[src/rtl/wb_host_seq_if.sv]
// Command, response and Wishbone master signals of wb_host_seq grouped as one bundle.
// The master modport is the sequencer; the slave modport is the command source, response sink and bus slave.
interface wb_host_seq_if;
  logic        cmd_valid_i;
  logic        cmd_ready_o;
  logic        cmd_we_i;
  logic [31:0] cmd_adr_i;
  logic [31:0] cmd_dat_i;
  logic [3:0]  cmd_sel_i;

  logic        rsp_valid_o;
  logic        rsp_ready_i;
  logic [31:0] rsp_dat_o;
  logic        rsp_err_o;

  logic        wbm_cyc_o;
  logic        wbm_stb_o;
  logic        wbm_we_o;
  logic [3:0]  wbm_sel_o;
  logic [31:0] wbm_adr_o;
  logic [31:0] wbm_dat_o;
  logic        wbm_ack_i;
  logic [31:0] wbm_dat_i;

  modport master (
    input  cmd_valid_i, cmd_we_i, cmd_adr_i, cmd_dat_i, cmd_sel_i,
    output cmd_ready_o,
    output rsp_valid_o, rsp_dat_o, rsp_err_o,
    input  rsp_ready_i,
    output wbm_cyc_o, wbm_stb_o, wbm_we_o, wbm_sel_o, wbm_adr_o, wbm_dat_o,
    input  wbm_ack_i, wbm_dat_i
  );

  modport slave (
    output cmd_valid_i, cmd_we_i, cmd_adr_i, cmd_dat_i, cmd_sel_i,
    input  cmd_ready_o,
    input  rsp_valid_o, rsp_dat_o, rsp_err_o,
    output rsp_ready_i,
    input  wbm_cyc_o, wbm_stb_o, wbm_we_o, wbm_sel_o, wbm_adr_o, wbm_dat_o,
    output wbm_ack_i, wbm_dat_i
  );
endinterface

[src/rtl/wb_host_seq.sv]
// Single-transfer Wishbone classic initiator driven by a valid/ready command channel.
// Returns read data or a timeout error on a valid/ready response channel.
//
// state | meaning
// IDLE  | ready for a command, bus idle
// BUS   | cyc/stb asserted, waiting for ack or timeout
// RESP  | response held until consumed
module wb_host_seq #(
  parameter int TIMEOUT_CYCLES = 64,
  parameter int TXN_CNT_W      = 16
) (
  input  logic                 wb_clk_i,
  input  logic                 wb_rst_ni,
  wb_host_seq_if.master        bus,
  output logic [TXN_CNT_W-1:0] txn_cnt_o,
  output logic [7:0]           err_cnt_o,
  output logic                 stray_ack_o
);

  typedef enum logic [1:0] {IDLE, BUS, RESP} state_t;

  localparam logic [15:0] WAIT_LAST = 16'(TIMEOUT_CYCLES - 1);

  state_t      state;
  logic [15:0] wait_cnt;
  logic        cyc_q;

  assign bus.wbm_cyc_o = cyc_q;
  assign bus.wbm_stb_o = cyc_q;

  always_ff @(posedge wb_clk_i or negedge wb_rst_ni) begin
    if (!wb_rst_ni) begin
      state           <= IDLE;
      wait_cnt        <= '0;
      cyc_q           <= 1'b0;
      bus.cmd_ready_o <= 1'b0;
      bus.rsp_valid_o <= 1'b0;
      bus.rsp_dat_o   <= '0;
      bus.rsp_err_o   <= 1'b0;
      bus.wbm_we_o    <= 1'b0;
      bus.wbm_sel_o   <= '0;
      bus.wbm_adr_o   <= '0;
      bus.wbm_dat_o   <= '0;
      txn_cnt_o       <= '0;
      err_cnt_o       <= '0;
      stray_ack_o     <= 1'b0;
    end else begin
      // cyc_q is the registered bus cycle, so this sees exactly what the slave saw
      if (bus.wbm_ack_i && !cyc_q) stray_ack_o <= 1'b1;

      unique case (state)
        IDLE: begin
          bus.cmd_ready_o <= 1'b1;
          if (bus.cmd_valid_i && bus.cmd_ready_o) begin
            bus.cmd_ready_o <= 1'b0;
            cyc_q           <= 1'b1;
            bus.wbm_we_o    <= bus.cmd_we_i;
            bus.wbm_sel_o   <= bus.cmd_sel_i;
            bus.wbm_adr_o   <= bus.cmd_adr_i;
            bus.wbm_dat_o   <= bus.cmd_we_i ? bus.cmd_dat_i : 32'h0;
            wait_cnt        <= '0;
            state           <= BUS;
          end
        end
        BUS: begin
          if (bus.wbm_ack_i) begin
            cyc_q           <= 1'b0;
            bus.rsp_valid_o <= 1'b1;
            bus.rsp_dat_o   <= bus.wbm_we_o ? 32'h0 : bus.wbm_dat_i;
            bus.rsp_err_o   <= 1'b0;
            state           <= RESP;
          end else if (wait_cnt == WAIT_LAST) begin
            cyc_q           <= 1'b0;
            bus.rsp_valid_o <= 1'b1;
            bus.rsp_dat_o   <= 32'h0;
            bus.rsp_err_o   <= 1'b1;
            if (err_cnt_o != 8'hFF) err_cnt_o <= err_cnt_o + 8'd1;
            state           <= RESP;
          end else begin
            wait_cnt <= wait_cnt + 16'd1;
          end
        end
        RESP: begin
          if (bus.rsp_ready_i) begin
            bus.rsp_valid_o <= 1'b0;
            bus.cmd_ready_o <= 1'b1;
            txn_cnt_o       <= txn_cnt_o + 1'b1;
            state           <= IDLE;
          end
        end
        default: state <= IDLE;
      endcase
    end
  end

endmodule
[src/flat_wrapper.sv]
// flat-port wrapper written by rule: the top's interface ports become plain ports
module wb_host_seq_flat 
#(
  parameter int TIMEOUT_CYCLES = 64,
  parameter int TXN_CNT_W      = 16
)
  (wb_clk_i, wb_rst_ni, txn_cnt_o, err_cnt_o, stray_ack_o, bus_cmd_valid_i, bus_cmd_we_i, bus_cmd_adr_i, bus_cmd_dat_i, bus_cmd_sel_i, bus_cmd_ready_o, bus_rsp_valid_o, bus_rsp_dat_o, bus_rsp_err_o, bus_rsp_ready_i, bus_wbm_cyc_o, bus_wbm_stb_o, bus_wbm_we_o, bus_wbm_sel_o, bus_wbm_adr_o, bus_wbm_dat_o, bus_wbm_ack_i, bus_wbm_dat_i);
  wb_host_seq_if bus_i ();
  input  logic wb_clk_i;
  input  logic wb_rst_ni;
  output logic [TXN_CNT_W-1:0] txn_cnt_o;
  output logic [7:0] err_cnt_o;
  output logic stray_ack_o;
  input wire logic [$bits(bus_i.cmd_valid_i)-1:0] bus_cmd_valid_i;
  input wire logic [$bits(bus_i.cmd_we_i)-1:0] bus_cmd_we_i;
  input wire logic [$bits(bus_i.cmd_adr_i)-1:0] bus_cmd_adr_i;
  input wire logic [$bits(bus_i.cmd_dat_i)-1:0] bus_cmd_dat_i;
  input wire logic [$bits(bus_i.cmd_sel_i)-1:0] bus_cmd_sel_i;
  output wire logic [$bits(bus_i.cmd_ready_o)-1:0] bus_cmd_ready_o;
  output wire logic [$bits(bus_i.rsp_valid_o)-1:0] bus_rsp_valid_o;
  output wire logic [$bits(bus_i.rsp_dat_o)-1:0] bus_rsp_dat_o;
  output wire logic [$bits(bus_i.rsp_err_o)-1:0] bus_rsp_err_o;
  input wire logic [$bits(bus_i.rsp_ready_i)-1:0] bus_rsp_ready_i;
  output wire logic [$bits(bus_i.wbm_cyc_o)-1:0] bus_wbm_cyc_o;
  output wire logic [$bits(bus_i.wbm_stb_o)-1:0] bus_wbm_stb_o;
  output wire logic [$bits(bus_i.wbm_we_o)-1:0] bus_wbm_we_o;
  output wire logic [$bits(bus_i.wbm_sel_o)-1:0] bus_wbm_sel_o;
  output wire logic [$bits(bus_i.wbm_adr_o)-1:0] bus_wbm_adr_o;
  output wire logic [$bits(bus_i.wbm_dat_o)-1:0] bus_wbm_dat_o;
  input wire logic [$bits(bus_i.wbm_ack_i)-1:0] bus_wbm_ack_i;
  input wire logic [$bits(bus_i.wbm_dat_i)-1:0] bus_wbm_dat_i;
  assign bus_i.cmd_valid_i = bus_cmd_valid_i;
  assign bus_i.cmd_we_i = bus_cmd_we_i;
  assign bus_i.cmd_adr_i = bus_cmd_adr_i;
  assign bus_i.cmd_dat_i = bus_cmd_dat_i;
  assign bus_i.cmd_sel_i = bus_cmd_sel_i;
  assign bus_cmd_ready_o = bus_i.cmd_ready_o;
  assign bus_rsp_valid_o = bus_i.rsp_valid_o;
  assign bus_rsp_dat_o = bus_i.rsp_dat_o;
  assign bus_rsp_err_o = bus_i.rsp_err_o;
  assign bus_i.rsp_ready_i = bus_rsp_ready_i;
  assign bus_wbm_cyc_o = bus_i.wbm_cyc_o;
  assign bus_wbm_stb_o = bus_i.wbm_stb_o;
  assign bus_wbm_we_o = bus_i.wbm_we_o;
  assign bus_wbm_sel_o = bus_i.wbm_sel_o;
  assign bus_wbm_adr_o = bus_i.wbm_adr_o;
  assign bus_wbm_dat_o = bus_i.wbm_dat_o;
  assign bus_i.wbm_ack_i = bus_wbm_ack_i;
  assign bus_i.wbm_dat_i = bus_wbm_dat_i;
  wb_host_seq #(.TIMEOUT_CYCLES(TIMEOUT_CYCLES), .TXN_CNT_W(TXN_CNT_W)) u_core (.wb_clk_i(wb_clk_i), .wb_rst_ni(wb_rst_ni), .bus(bus_i), .txn_cnt_o(txn_cnt_o), .err_cnt_o(err_cnt_o), .stray_ack_o(stray_ack_o));
endmodule
[config.mk]
export PLATFORM = sky130hd
export DESIGN_NAME = wb_host_seq_flat
export DESIGN_NICKNAME = d
export VERILOG_FILES = /design/src/rtl/wb_host_seq_if.sv /design/src/rtl/wb_host_seq.sv /design/src/flat_wrapper.sv
export SDC_FILE = /design/constraint.sdc
export NUM_CORES = 1
export LEC_CHECK = 0
export CORE_MARGIN = 10
export CORE_UTILIZATION = 45
export CTS_CLUSTER_SIZE = 40
export DETAILED_ROUTE_END_ITERATION = 10
export PLACE_DENSITY = 0.81
export REMOVE_ABC_BUFFERS = 1
export SLEW_MARGIN = 15
export SYNTH_ARGS = -nofsm -noshare
export SYNTH_HDL_FRONTEND = slang
export SYNTH_SLANG_ARGS = --single-unit
[constraint.sdc]
create_clock -name wb_clk_i -period 2.9 [get_ports wb_clk_i]
set_clock_uncertainty 0.15 [all_clocks]
set_input_delay 0.58 -clock wb_clk_i [delete_from_list [all_inputs] [get_ports wb_clk_i]]
set_output_delay 0.58 -clock wb_clk_i [all_outputs]
set_load 0.01 [all_outputs]
==> results.md <==
- Outcome: complete, but fails checks
- Failing checks: negative hold slack
- Static Leak: 0.00441 uW
- Post-synthesis compound-gate area fraction: 9.45%
- Number of flops mapped to enable cells by yosys: 0
- Worst R2R Path Depth: 5
- Largest family of logic cells by synthesized area: simple AND/OR/NAND/NOR gates
- Area of the mapped netlist: 0.00644 mm^2
- Syn Area/Cell: 9.98 um^2
- DRC: 0
- Synthesis-to-finish area growth: 50.2%
- IO Port Bufs: 236
- Post-layout min period: 2.43 ns
- CTS Sinks: 148
- Clock Tree Buf Depth: 2
- Post-synth top flop: dfrtp_1
- CP endpoint kind: flip-flop
- Worst VDD drop: 688 uV
- Placed insts: 1039
- Final Cell Area: 0.00968 mm^2
- Worst skew pair latency: 0.42 ns
- Via count of the first global-routing pass: 5749
- Final ANT Viol Nets: 0
- DIE AREA: 0.0195 mm^2
- Yosys top cell area share: 57.5%
- Flops & latches, synth: 148
- CTS Buf Count: 17
- Top cells by area, synth: dfrtp_1, nand2_1, nand3_1
- Setup_tns: 0 ns
- CTS tree: yes
- Post CTS Setup Buffer Count: 0
- Site Rows: 43
- Hold WS: -0.00582 ns
- Fraction of layout cells with a size suffix above 1: 8.19%
- Vias: 5658
- Xor and xnor area share after synthesis: 2.99%
- Max FO, Critical Path: 13
- Simple-Gate Fraction of Synth Area: 24.9%
- Warning count from the yosys run: 0
- Post-synthesis sequential area ratio: 57.5%
- Worst hold path type: in2async
- Final max-slew violation count: 0
- RSZ-0062 raised after global routing: no
- Synth cell types: 63
- Max-slew headroom: 56.7%
- Avg WL per Cell: 18.6 um
- Post-synth ARST share: 100%
- Syn Inst Count: 646
- Die Width: 140 um
- Initial antenna violation count: 0
- Dpl cell area: 0.00904 mm^2
- CTS H-tree lvls: 4
- CTS root buffer: clkbuf_16
- Reg2reg end: u_core.state[0]
- Hold buffer count at cts: 0
- NumNets Final: 990
- Routed vias/inst: 5.28
- Starting Density: 46.3%
- Area leader, netlist: dfrtp_1
- Fmax: 0.411 GHz
- Largest net degree at the start of global routing: 61
- Post-DP HPWL: 14400 um
- Drt initial violations: 329
- Remaining global-route overflow: 0
- WL final: 19900 um
- Placer Congestion: 0.814
- Commonest non-fill, non-tap cell in the layout: clkdlybuf4s50_1
- First-pass detailed-route iteration total: 4
- Utilization of the core after routing: 69.5%
- Final Hold Viols: 13
- Antenna fix cells: 0
- Commonest cells after routing, fill and taps aside: clkdlybuf4s50_1, nand2_1, dfrtp_1
- Tcrit/Tclk final: 83.8%
- Cell area power density: 992 mW/mm^2
- R2R Path Start: u_core.wait_cnt[13]
- Multiplexer area fraction after synthesis: 0.505%
- Reg-to-reg slack, setup: 0.47 ns
- Boundary pin count: 237
- Worst-margin pin slew: 0.650 ns
- Die Y: 140 um
- Cell Count, Final, Fillers Out: 1071
- Area share of fa/ha/maj cells after synthesis: 1.16%
- Crit path launch type: flip-flop
- Clock slew at reported path FFs: 0.06 ns
- CTS resizes: 0
- Max-cap violations: 0
- All-layer global routing usage: 19.9%
- WS Path Type: reg2reg
- Critical Path AT: 2.58 ns
- First-pass GRT wire length: 31600 um
- Data required, critical path: 3.05 ns
- Core ar.: 0.0139 mm^2
- Final setup viols: 0
[final cells by class]
class	instances	area, um^2
clock inverter	12	178
inverter	10	37.5
multi-input combinational	447	2530
clock buffer	20	457
fill	1043	4260
timing repair buffer	254	2550
tap	180	225
sequential	148	3700
[worst max-delay path, cell delays in order (launching register included)]
cell and delay [ns]:
dfrtp_1 0.46, nor4_2 0.50, a41oi_2 0.45, buf_4 0.30, and2_1 0.17, o32a_1 0.29
[kinds of logic (layout without fill, tap and decap cells)]
kind of cell,count (synthesis),in the layout
adder cells (fa/ha/maj),6,6
AND/OR/NAND/NOR,335,335
AO/OA/AOI/OAI,81,81
buffers and inverters,51,296
multiplexers,3,3
XOR/XNOR,22,22
flip-flops,148,148
[per-layer routing]
metal	vias to the layer above	track usage, %	part of all wire (%)	wire [um]
met5	-	0	0	0
met4	0	4.18	0.94	188
met3	16	10.9	11	2250
met2	204	31.9	49	9680
met1	2766	23.0	39	7790
li1	2672	-	-	-
[how the worst max path moves through the flow]
| stage | startpoint | endpoint | slack (ns) | depth (start not counted) |
|---|---|---|---|---|
| CTS | u_core.wait_cnt[13] | u_core.state[0] | 0.49 | 5 |
| global route | u_core.wait_cnt[13] | u_core.state[0] | 0.33 | 5 |
| finish | u_core.wait_cnt[13] | u_core.state[0] | 0.47 | 5 |
| detailed placement | bus_wbm_ack_i | u_core.err_cnt_o[1] | 0.32 | 4 |
| floorplan | u_core.state[1] | u_core.bus.rsp_dat_o[10] | -0.40 | 5 |
| global placement | bus_wbm_ack_i | u_core.err_cnt_o[1] | 0.34 | 4 |
[cells in the mapped netlist (3+ instances only)]
master    instances
nor2_1           14
and2_1            4
a221o_1           4
buf_6             3
nand2_1         214
nand4b_1         11
a21oi_1           7
and4_1            4
nand3_1          42
o31ai_1           5
a31oi_1           5
xnor2_1          14
and3_1            7
o21ai_0          13
o21ai_1           3
a21o_1            3
ha_1              6
nand4_1           8
nor3_1            6
buf_2             4
clkbuf_1         31
xor2_1            8
inv_1             9
a22o_1           24
nor4_2            6
dfrtp_1         148
[flip-flops by register name, summed over array words and instances, names as in the netlist]
| register | flops |
|---|---|
| u_core.err_cnt_o | 8 |
| u_core.wait_cnt | 16 |
| u_core.stray_ack_o | 1 |
| u_core.txn_cnt_o | 16 |
| u_core.bus.cmd_ready_o | 1 |
| u_core.bus.wbm_sel_o | 4 |
| u_core.bus.wbm_dat_o | 32 |
| u_core.bus.rsp_valid_o | 1 |
| u_core.bus.wbm_adr_o | 32 |
| u_core.state | 2 |
| u_core.bus.rsp_dat_o | 32 |
| u_core.bus.wbm_cyc_o | 1 |
| u_core.bus.wbm_we_o | 1 |
| u_core.bus.rsp_err_o | 1 |
[report_power, final]
part / total, uW / switching [uW] / internal, uW / leakage (uW)
Clock: 2350 / 861 / 1490 / 0.000299
Combinational: 3890 / 1920 / 1970 / 0.00221
Sequential: 3360 / 526 / 2830 / 0.00190
[through the flow]
stage / setup slack, ns / power (uW)
2_1_floorplan: -0.399 / 4980
3_3_place_gp: 0.341 / 7200
3_5_place_dp: 0.320 / 7300
4_1_cts: 0.492 / 9700
5_1_grt: 0.328 / 10200
6_report: 0.469 / 9600
(Power assumes the default switching activity.)
